## src/rtl/reg_scoreboard_if.sv

```systemverilog
// Decode/writeback/kill handshake bundle between the pipeline and the register scoreboard.
interface reg_scoreboard_if;
  logic        id_valid;
  logic [4:0]  id_rs1;
  logic [4:0]  id_rs2;
  logic [4:0]  id_rd;
  logic        id_uses_rs1;
  logic        id_uses_rs2;
  logic        id_writes_rd;
  logic        flush;
  logic        wb_valid;
  logic [4:0]  wb_rd;
  logic        kill_valid;
  logic [4:0]  kill_rd;
  logic        id_issue;
  logic        id_stall;
  logic [31:0] busy_mask;
  logic        err;

  modport master (
    output id_valid, id_rs1, id_rs2, id_rd, id_uses_rs1, id_uses_rs2, id_writes_rd,
           flush, wb_valid, wb_rd, kill_valid, kill_rd,
    input  id_issue, id_stall, busy_mask, err
  );

  modport slave (
    input  id_valid, id_rs1, id_rs2, id_rd, id_uses_rs1, id_uses_rs2, id_writes_rd,
           flush, wb_valid, wb_rd, kill_valid, kill_rd,
    output id_issue, id_stall, busy_mask, err
  );
endinterface

```

## src/rtl/reg_scoreboard.sv

```systemverilog
// Register scoreboard: per-register pending-write counters gating decode issue on RAW/WAW-saturation
// hazards, with a sticky underflow error flag.
module reg_scoreboard #(
  parameter int CNT_W = 2
) (
  input logic              clk,
  input logic              reset,
  reg_scoreboard_if.slave  sb
);

  localparam logic [CNT_W-1:0] CNT_ZERO = {CNT_W{1'b0}};
  localparam logic [CNT_W-1:0] CNT_MAX  = {CNT_W{1'b1}};

  logic [CNT_W-1:0] cnt     [32];
  logic [CNT_W-1:0] cnt_nxt [32];
  logic             err_q;
  logic             underflow;
  logic             hazard;
  logic             issue;
  logic             stall;
  logic [31:0]      busy;

  // Hazard looks only at registered counters; same-cycle writebacks are not bypassed.
  always_comb begin
    hazard = 1'b0;
    if (sb.id_valid) begin
      hazard = (sb.id_uses_rs1  && (sb.id_rs1 != 5'd0) && (cnt[sb.id_rs1] != CNT_ZERO)) ||
               (sb.id_uses_rs2  && (sb.id_rs2 != 5'd0) && (cnt[sb.id_rs2] != CNT_ZERO)) ||
               (sb.id_writes_rd && (sb.id_rd  != 5'd0) && (cnt[sb.id_rd]  == CNT_MAX));
    end else begin
      hazard = 1'b0;
    end
  end

  // Issue/stall decision, suppressed during reset and on flush.
  always_comb begin
    issue = 1'b0;
    stall = 1'b0;
    if (!reset && sb.id_valid && !sb.flush) begin
      issue = !hazard;
      stall = hazard;
    end else begin
      issue = 1'b0;
      stall = 1'b0;
    end
  end

  // Counter next-state: inc and dec net out at CNT_W+1 bits; a net negative clamps to zero.
  always_comb begin
    logic [CNT_W:0] sum;
    logic [CNT_W:0] dec;
    logic           inc;
    sum        = {(CNT_W+1){1'b0}};
    dec        = {(CNT_W+1){1'b0}};
    inc        = 1'b0;
    underflow  = 1'b0;
    cnt_nxt[0] = CNT_ZERO;
    for (int i = 1; i < 32; i++) begin
      inc = issue && sb.id_writes_rd && (sb.id_rd == 5'(i));
      dec = (CNT_W+1)'(sb.wb_valid && (sb.wb_rd == 5'(i))) +
            (CNT_W+1)'(sb.kill_valid && (sb.kill_rd == 5'(i)));
      sum = {1'b0, cnt[i]} + (CNT_W+1)'(inc);
      if (sum < dec) begin
        cnt_nxt[i] = CNT_ZERO;
        underflow  = 1'b1;
      end else begin
        cnt_nxt[i] = CNT_W'(sum - dec);
      end
    end
  end

  // Counter and sticky error state.
  always_ff @(posedge clk) begin
    if (reset) begin
      cnt   <= '{default: CNT_ZERO};
      err_q <= 1'b0;
    end else begin
      cnt   <= cnt_nxt;
      err_q <= err_q | underflow;
    end
  end

  // Busy view of the registered counters.
  always_comb begin
    busy = 32'd0;
    for (int i = 1; i < 32; i++) begin
      busy[i] = (cnt[i] != CNT_ZERO);
    end
  end

  assign sb.id_issue  = issue;
  assign sb.id_stall  = stall;
  assign sb.busy_mask = reset ? 32'd0 : busy;
  assign sb.err       = reset ? 1'b0 : err_q;

endmodule

```

## src/flat_wrapper.sv

```systemverilog
// flat-port wrapper written by rule: the top's interface ports become plain ports
module reg_scoreboard_flat 
#(
  parameter int CNT_W = 2
)
  (clk, reset, sb_id_valid, sb_id_rs1, sb_id_rs2, sb_id_rd, sb_id_uses_rs1, sb_id_uses_rs2, sb_id_writes_rd, sb_flush, sb_wb_valid, sb_wb_rd, sb_kill_valid, sb_kill_rd, sb_id_issue, sb_id_stall, sb_busy_mask, sb_err);
  reg_scoreboard_if sb_i ();
  input logic clk;
  input logic reset;
  input wire logic [$bits(sb_i.id_valid)-1:0] sb_id_valid;
  input wire logic [$bits(sb_i.id_rs1)-1:0] sb_id_rs1;
  input wire logic [$bits(sb_i.id_rs2)-1:0] sb_id_rs2;
  input wire logic [$bits(sb_i.id_rd)-1:0] sb_id_rd;
  input wire logic [$bits(sb_i.id_uses_rs1)-1:0] sb_id_uses_rs1;
  input wire logic [$bits(sb_i.id_uses_rs2)-1:0] sb_id_uses_rs2;
  input wire logic [$bits(sb_i.id_writes_rd)-1:0] sb_id_writes_rd;
  input wire logic [$bits(sb_i.flush)-1:0] sb_flush;
  input wire logic [$bits(sb_i.wb_valid)-1:0] sb_wb_valid;
  input wire logic [$bits(sb_i.wb_rd)-1:0] sb_wb_rd;
  input wire logic [$bits(sb_i.kill_valid)-1:0] sb_kill_valid;
  input wire logic [$bits(sb_i.kill_rd)-1:0] sb_kill_rd;
  output wire logic [$bits(sb_i.id_issue)-1:0] sb_id_issue;
  output wire logic [$bits(sb_i.id_stall)-1:0] sb_id_stall;
  output wire logic [$bits(sb_i.busy_mask)-1:0] sb_busy_mask;
  output wire logic [$bits(sb_i.err)-1:0] sb_err;
  assign sb_i.id_valid = sb_id_valid;
  assign sb_i.id_rs1 = sb_id_rs1;
  assign sb_i.id_rs2 = sb_id_rs2;
  assign sb_i.id_rd = sb_id_rd;
  assign sb_i.id_uses_rs1 = sb_id_uses_rs1;
  assign sb_i.id_uses_rs2 = sb_id_uses_rs2;
  assign sb_i.id_writes_rd = sb_id_writes_rd;
  assign sb_i.flush = sb_flush;
  assign sb_i.wb_valid = sb_wb_valid;
  assign sb_i.wb_rd = sb_wb_rd;
  assign sb_i.kill_valid = sb_kill_valid;
  assign sb_i.kill_rd = sb_kill_rd;
  assign sb_id_issue = sb_i.id_issue;
  assign sb_id_stall = sb_i.id_stall;
  assign sb_busy_mask = sb_i.busy_mask;
  assign sb_err = sb_i.err;
  reg_scoreboard #(.CNT_W(CNT_W)) u_core (.clk(clk), .reset(reset), .sb(sb_i));
endmodule
```

## config.mk

```make
export PLATFORM = sky130hd
export DESIGN_NAME = reg_scoreboard_flat
export DESIGN_NICKNAME = d
export VERILOG_FILES = /design/src/rtl/reg_scoreboard_if.sv /design/src/rtl/reg_scoreboard.sv /design/src/flat_wrapper.sv
export SDC_FILE = /design/constraint.sdc
export NUM_CORES = 1
export LEC_CHECK = 0
export BUFFER_PORTS_ARGS = -buffer_cell sky130_fd_sc_hd__buf_4
export CORE_MARGIN = 8
export CORE_UTILIZATION = 55
export CTS_CLUSTER_SIZE = 28
export DETAILED_ROUTE_END_ITERATION = 10
export PLACE_DENSITY = 0.75
export SYNTH_ARGS = -nofsm -noshare
export SYNTH_HDL_FRONTEND = slang
export SYNTH_SLANG_ARGS = --single-unit
```

## constraint.sdc

```tcl
create_clock -name clk -period 4.79 [get_ports clk]
set_input_delay 0.2395 -clock clk [delete_from_list [all_inputs] [get_ports clk]]
set_output_delay 0.2395 -clock clk [all_outputs]
set_load 0.005 [all_outputs]
```

# Yosys cells after proc, flatten, opt, wreduce, memory -nomap -nowiden
# Cells that the tools add are included.
[op_classes]
addsub = 93
mul = 0
n_div = 0
order_cmp = 34
n_eq_ne = 94
n_shift = 0
mux = 45
bitwise_logic = 4
reduce_logical = 174
[op_table]
columns = ["operator", "n"]
rows = [
  ["equality test 5 bit, second input constant", 48],
  ["equality test 5 x 4 -> 1 bit, second input constant", 24],
  ["logical AND 1 bit", 102],
  ["adder 2 x 1 -> 3 bit", 31],
  ["less-than comparator 3 x 2 -> 1 bit", 31],
  ["nonzero test 2 bit", 33],
  ["adder 1 x 1 -> 2 bit", 31],
  ["OR reduction 2 bit", 31],
  ["subtractor 2 bit", 31],
  ["equality test 5 x 3 -> 1 bit, second input constant", 12],
  ["2-to-1 mux 1 bit", 35],
  ["2-to-1 mux 32 bit", 1],
  ["binary-select mux 2 bit (select 5 bit)", 3],
  ["equality test 5 x 2 -> 1 bit, second input constant", 6],
  ["greater-or-equal comparator 6 bit, second input constant", 3],
  ["inverter 5 -> 6 bit", 3],
  ["equality test 5 x 1 -> 1 bit, second input constant", 3],
  ["nonzero test 5 bit", 3],
  ["2-to-1 mux 2 bit", 6],
  ["logical NOT 1 bit", 3],
  ["equality test 2 bit, second input constant", 1],
  ["logical OR 1 bit", 2],
  ["OR 1 bit", 1],
]
[totals]
regBits = 63
latch_bits = 0
mem_bits_rw = 0
rom_bits = 0
in_bits = 34
out_inout_bits = 35
word_cells = 476
mem_count = 0

# Depth between registers and ports, before layout
[depth]
word_depth = 47
ltp_mapped = 19
mapped_depth_nobuf = 15

# Least setup slack after synthesis
# Ideal clock, no wire load.
[synth_timing]
kind = "input to register"
from = "in sb_id_rs2[2]"
to = "reg u_core.err_q"
setup_ns = 0.128
arrival_ns = 3.377
required_ns = 4.662
setup_slack_ns = 1.285
path_stages = 15
n_path_buf = 2
cell_sequence = "buf_2 -> mux4_2 -> mux2_2 -> a31oi_1 -> o311a_1 -> buf_4 -> nor3_2 -> ha_1 -> fa_1 -> nor3b_1 -> nor2_1 -> nor4_1 -> nand4_1 -> nor2_1 -> nor2_1"
[synth_via]
elab_chain_len = 47
elab_cells_between_ends = 139
classes_between = "add/sub (31); order compare (31); mux (36); bitwise (2); reduce/logical (39)"
[synth_rtl]
columns = ["item", "line", "text"]
rows = [
  ["from (decl)", "flat_wrapper.sv:12", "input wire logic [$bits(sb_i.id_rs2)-1:0] sb_id_rs2;"],
  ["inverter 5 -> 6 bit (not written as such)", "reg_scoreboard.sv:28", "(sb.id_uses_rs2 && (sb.id_rs2 != 5'd0) && (cnt[sb.id_rs2] != CNT_ZERO)) ||"],
  ["binary-select mux 2 bit (select 5 bit)", "reg_scoreboard.sv:28", ""],
  ["2-to-1 mux 2 bit (not written as such) (2 in a row)", "reg_scoreboard.sv:28", ""],
  ["nonzero test 2 bit", "reg_scoreboard.sv:28", ""],
  ["logical AND 1 bit *", "reg_scoreboard.sv:28", ""],
  ["logical OR 1 bit *", "reg_scoreboard.sv:27", "hazard = (sb.id_uses_rs1 && (sb.id_rs1 != 5'd0) && (cnt[sb.id_rs1] != CNT_ZERO)) ||"],
  ["logical OR 1 bit *", "reg_scoreboard.sv:28", ""],
  ["2-to-1 mux 1 bit *", "reg_scoreboard.sv:26", "if (sb.id_valid) begin"],
  ["logical NOT 1 bit *", "reg_scoreboard.sv:40", "issue = !hazard;"],
  ["2-to-1 mux 1 bit *", "reg_scoreboard.sv:39", "if (!reset && sb.id_valid && !sb.flush) begin"],
  ["logical AND 1 bit *", "reg_scoreboard.sv:59", "inc = issue && sb.id_writes_rd && (sb.id_rd == 5'(i));"],
  ["logical AND 1 bit", "reg_scoreboard.sv:59", ""],
  ["adder 2 x 1 -> 3 bit", "reg_scoreboard.sv:62", "sum = {1'b0, cnt[i]} + (CNT_W+1)'(inc);"],
  ["less-than comparator 3 x 2 -> 1 bit", "reg_scoreboard.sv:63", "if (sum < dec) begin"],
  ["2-to-1 mux 1 bit (30 in a row)", "reg_scoreboard.sv:63", ""],
  ["2-to-1 mux 1 bit *", "reg_scoreboard.sv:63", ""],
  ["OR 1 bit *", "reg_scoreboard.sv:79", "err_q <= err_q | underflow;"],
  ["to (signal assigned)", "reg_scoreboard.sv:79", ""],
  ["to (decl)", "reg_scoreboard.sv:16", "logic err_q;"],
]
# Mark *: on every way between the ends. The rest lies on a longest branch, timed or not. The select of a mux whose other input is x is not followed.
# A chain may end at the register's enable or synchronous reset.

# Worst setup path in the final report
[layout_timing]
from = "reg u_core.cnt[17] (netlist bit)"
to = "reg u_core.err_q"
[layout_via]
elab_chain_len = 46
elab_cells_between_ends = 146
classes_between = "add/sub (31); order compare (31); eq/ne (1); mux (42); bitwise (1); reduce/logical (40)"
[layout_rtl]
columns = ["item", "line", "text"]
rows = [
  ["from (decl)", "reg_scoreboard.sv:14", "logic [CNT_W-1:0] cnt [32];"],
  ["from (signal assigned)", "reg_scoreboard.sv:78", "cnt <= cnt_nxt;"],
  ["binary-select mux 2 bit (select 5 bit), on equally long branches", "reg_scoreboard.sv:27, reg_scoreboard.sv:28", ""],
  ["2-to-1 mux 2 bit, on equally long branches (2 in a row)", "reg_scoreboard.sv:27, reg_scoreboard.sv:28", ""],
  ["nonzero test 2 bit, on equally long branches", "reg_scoreboard.sv:27, reg_scoreboard.sv:28", ""],
  ["logical AND 1 bit, on equally long branches", "reg_scoreboard.sv:27, reg_scoreboard.sv:28", ""],
  ["logical OR 1 bit", "reg_scoreboard.sv:27", ""],
  ["logical OR 1 bit", "reg_scoreboard.sv:28", ""],
  ["2-to-1 mux 1 bit", "reg_scoreboard.sv:26", ""],
  ["logical NOT 1 bit", "reg_scoreboard.sv:40", ""],
  ["2-to-1 mux 1 bit", "reg_scoreboard.sv:39", ""],
  ["logical AND 1 bit (2 in a row)", "reg_scoreboard.sv:59", ""],
  ["adder 2 x 1 -> 3 bit", "reg_scoreboard.sv:62", ""],
  ["less-than comparator 3 x 2 -> 1 bit", "reg_scoreboard.sv:63", ""],
  ["2-to-1 mux 1 bit (30 in a row)", "reg_scoreboard.sv:63", ""],
  ["2-to-1 mux 1 bit *", "reg_scoreboard.sv:63", ""],
  ["OR 1 bit *", "reg_scoreboard.sv:79", ""],
]
# Marked as above.

==> summary.md <==
| Metric | Value |
|---|---|
| Final core occ | a little under two thirds |
| CP max stage delay | approximately 0.56 ns |
| Kind of critical path | reg2reg |
| Die area | approximately 17,000 µm² |
| CTS tree | built |
| DRC | 0 |
| Hold Path Origin | reset |
| Sequential cell area fraction in the yosys report | roughly 18% |
| Drt total wl | 21,400 µm |
| Worst-case reg-to-reg path depth | 16 |
| Arrival time at the worst endpoint | around 4.4 ns |
| CP Capture Type | flip-flop |
| Maxcap violations | 0 |
| I/O pin count | 69 |
| Final Skew | about 0.0051 ns |
| GRT Util Overall | between 20% and 30% |
| Area Overhead vs Synth | 12.5% |
| Vias in the first global route | roughly 6,000 |
| Synth area leaders | ha_1 22%, dfxtp_1 18%, nor2_1 8.8% |
| CP cell instances | nor2_1 > buf_4 > mux4_2 > mux2_2 > a31oi_1 > o311a_2 > buf_12 > nor3_2 > ha_1 > fa_1 > nor3b_1 > nor2_1 > nor4_1 > nand4_1 > nor2_1 > nor2_1 |
| DP Area | 7830 µm² |
| Worst min path class | in2reg |
| TNS Setup | 0 ns |
| WHS | about 0.38 ns |
| Worst Path Required | 5.00 ns |
| Hold buffer count at CTS | 0 |
| Ys flop type | dfxtp_1 |
| Relative slew slack | 51.9% |
| Die X | approximately 130 µm |
| Startpoint types | flip-flop |
| Max Fclk | ~240 MHz |
| I/O Buffers | 67 |
| Period minus WS final | slightly above 4 ns |
| Synthesized area per cell | 8.75 µm² |
| FF-to-FF setup slack | 0.65 ns |
| Slew Viols, Final | 0 |
| Final period util | around 86% |
| Largest net degree at the start of global routing | between 60 and 70 |
| RD Place Congestion | a little under 1 |
| Post-CTS Resized | 0 |
| Die height | 130 µm |
| Layout cell share with drive strength beyond 1 | about 18% |
| Avg Vias per Cell | roughly 6 |
| Status | complete, no violations |
| Rows | between 40 and 50 |
| Post-DP HPWL | 16,600 µm |
| Wirelength per Cell | around 20 µm |
| Post-CTS setup repair buffer count | 0 |
| CTS clk-pin slew, worst paths | 0.06 ns |
| Total global routing overflow | 0 |
| Max FO, Critical Path | 33 |
| RSZ-0062 raised after global routing | false |
| Final Cell Area | about 8000 µm² |
| Number of antenna violations at the first check in global routing | 0 |
| Setup crit start | u_core.cnt[17] |
| First-pass GRT wire length | 33,700 µm |
| Cell count after synthesis | 822 |
| Vias | between 6,000 and 7,000 |
| End of the worst hold path | u_core.cnt[59] |
| Syn_nets | ~1,000 |
| Yosys top cell area share | between 20% and 30% |
| ANT cells | 0 |
| Initial core utilization | 56.8% |
| Worst vdd ir | between 100 and 150 µV |
| Initial DRC Count | 590 |
| Core Area | 12,700 µm² |
| H-Tree Depth | 3 |
| CTS root buf | clkbuf_16 |
| Hold depth | 2 |
| Number of library cell types mapped by synthesis | 47 |
| Clock buffer depth | 2 |
| Number of flops mapped to enable cells by yosys | 0 |
| Mapped Area | between 7000 and 8000 µm² |
| Post-synth ARST share | 0% |
| Router iterations before antenna repair | 5 |
| TritonCTS Buffers | 9 |
| Reg-to-reg startpoint | u_core.cnt[17] |
| Clk sinks | 63 |
| Worst-margin pin slew | between 0.7 and 0.8 ns |
| Cell taking the most area after synthesis | ha_1 |
| Power density cells | 174 nW/µm² |
| CP most frequent cell | nor2_1 |
| Endpoints failing setup | 0 |
| CP max-delay cell | fa_1 |
| End of the worst register-to-register path | u_core.err_q |
| Detail Route Antenna Nets | 0 |
| Synth warnings | 0 |
| Final net count | 1,063 |
| Clock Latency Late Sink | about 0.35 ns |
| Static Leakage | roughly 3.6 nW |
| Fin. Hold Viols | 0 |
| Synth Register Bits | 63 |
cells by family after synthesis:
group,count (synthesis),share of synthesized area [%]
muxes,33,9.22
other,1,0.0521
and+or+nand+nor,393,29.1
adders and majority gates,155,30.2
DFF,63,17.5
AOI/OAI and AO/OA,37,3.64
xor gates and xnor gates,31,3.78
buffers and inverters,109,6.49
worst max path at each step:
stage / to / depth (start not counted)
after CTS: u_core.err_q / 16
after detailed placement: u_core.err_q / 16
final: u_core.err_q / 16
after global placement: u_core.err_q / 16
after global routing: u_core.err_q / 16
after floorplan: u_core.err_q / 15
area by class of cell:
class / instances / area [µm²]
clock inverter: 1 / 5.00
sequential: 63 / 1260
timing repair buffer: 81 / 633
clock buffer: 14 / 254
multi-input combinational: 650 / 5470
fill: 1100 / 4580
inverter: 69 / 259
tap: 172 / 215
cell usage after synthesis (13+ instances only):
master,n
nor2_1,169
ha_1,124
dfxtp_1,63
a21oi_1,14
nor3b_1,57
nor2b_1,13
mux4_2,23
fa_1,31
nand2_1,28
clkbuf_1,20
inv_1,69
xor2_1,31
nor3_2,30
nand3_1,25
nor3_1,41
placed cells by master (no fill, tap or decap), types with 9 or more instances in the layout:
cell type / count
nor2_1: 169
ha_1: 124
buf_4: 79
inv_1: 69
dfxtp_1: 63
nor3b_1: 57
nor3_1: 41
xor2_1: 31
fa_1: 31
nor3_2: 30
nand2_1: 28
nand3_1: 25
mux4_2: 23
a21oi_1: 14
nor2b_1: 13
clkbuf_16: 9
worst max-delay path, delay by kind of cell, from the launching register on:
kind | cells | cell delay, ns
and+or+nand+nor | 8 | 1.25
adders and majority gates | 2 | 0.78
muxes | 2 | 0.75
DFF | 1 | 0.41
buffers and inverters | 2 | 0.40
AOI/OAI and AO/OA | 2 | 0.40
flip-flops by register name (all words and copies together) (netlist names):
name	count
u_core.cnt	62
u_core.err_q	1
per-layer routing:
layer,vias to the layer above,routed length [µm],global-route usage [%]
li1,2925,-,-
met1,3044,9360,36.7
met2,353,8920,37.6
met3,43,2550,7.06
met4,0,602,11.5
met5,-,0,0
power by group:
group	switching, W	total (W)	internal, W
clock	0.000250	0.000612	0.000361
sequential	0.00000828	0.000541	0.000533
combinational	0.000159	0.000251	0.0000926
total	0.000417	0.00140	0.000987
metrics by stage:
stage / instances / total power (W) / setup slack (ns)
after floorplan: 822 / 0.000703 / 1.29
after global placement: 1035 / 0.000796 / 0.520
after detailed placement: 1035 / 0.000796 / 0.567
after CTS: 1050 / 0.00140 / 0.692
after global routing: 1050 / 0.00144 / 0.424
final: 1050 / 0.00140 / 0.648
Power figures use the tool's default switching activity.
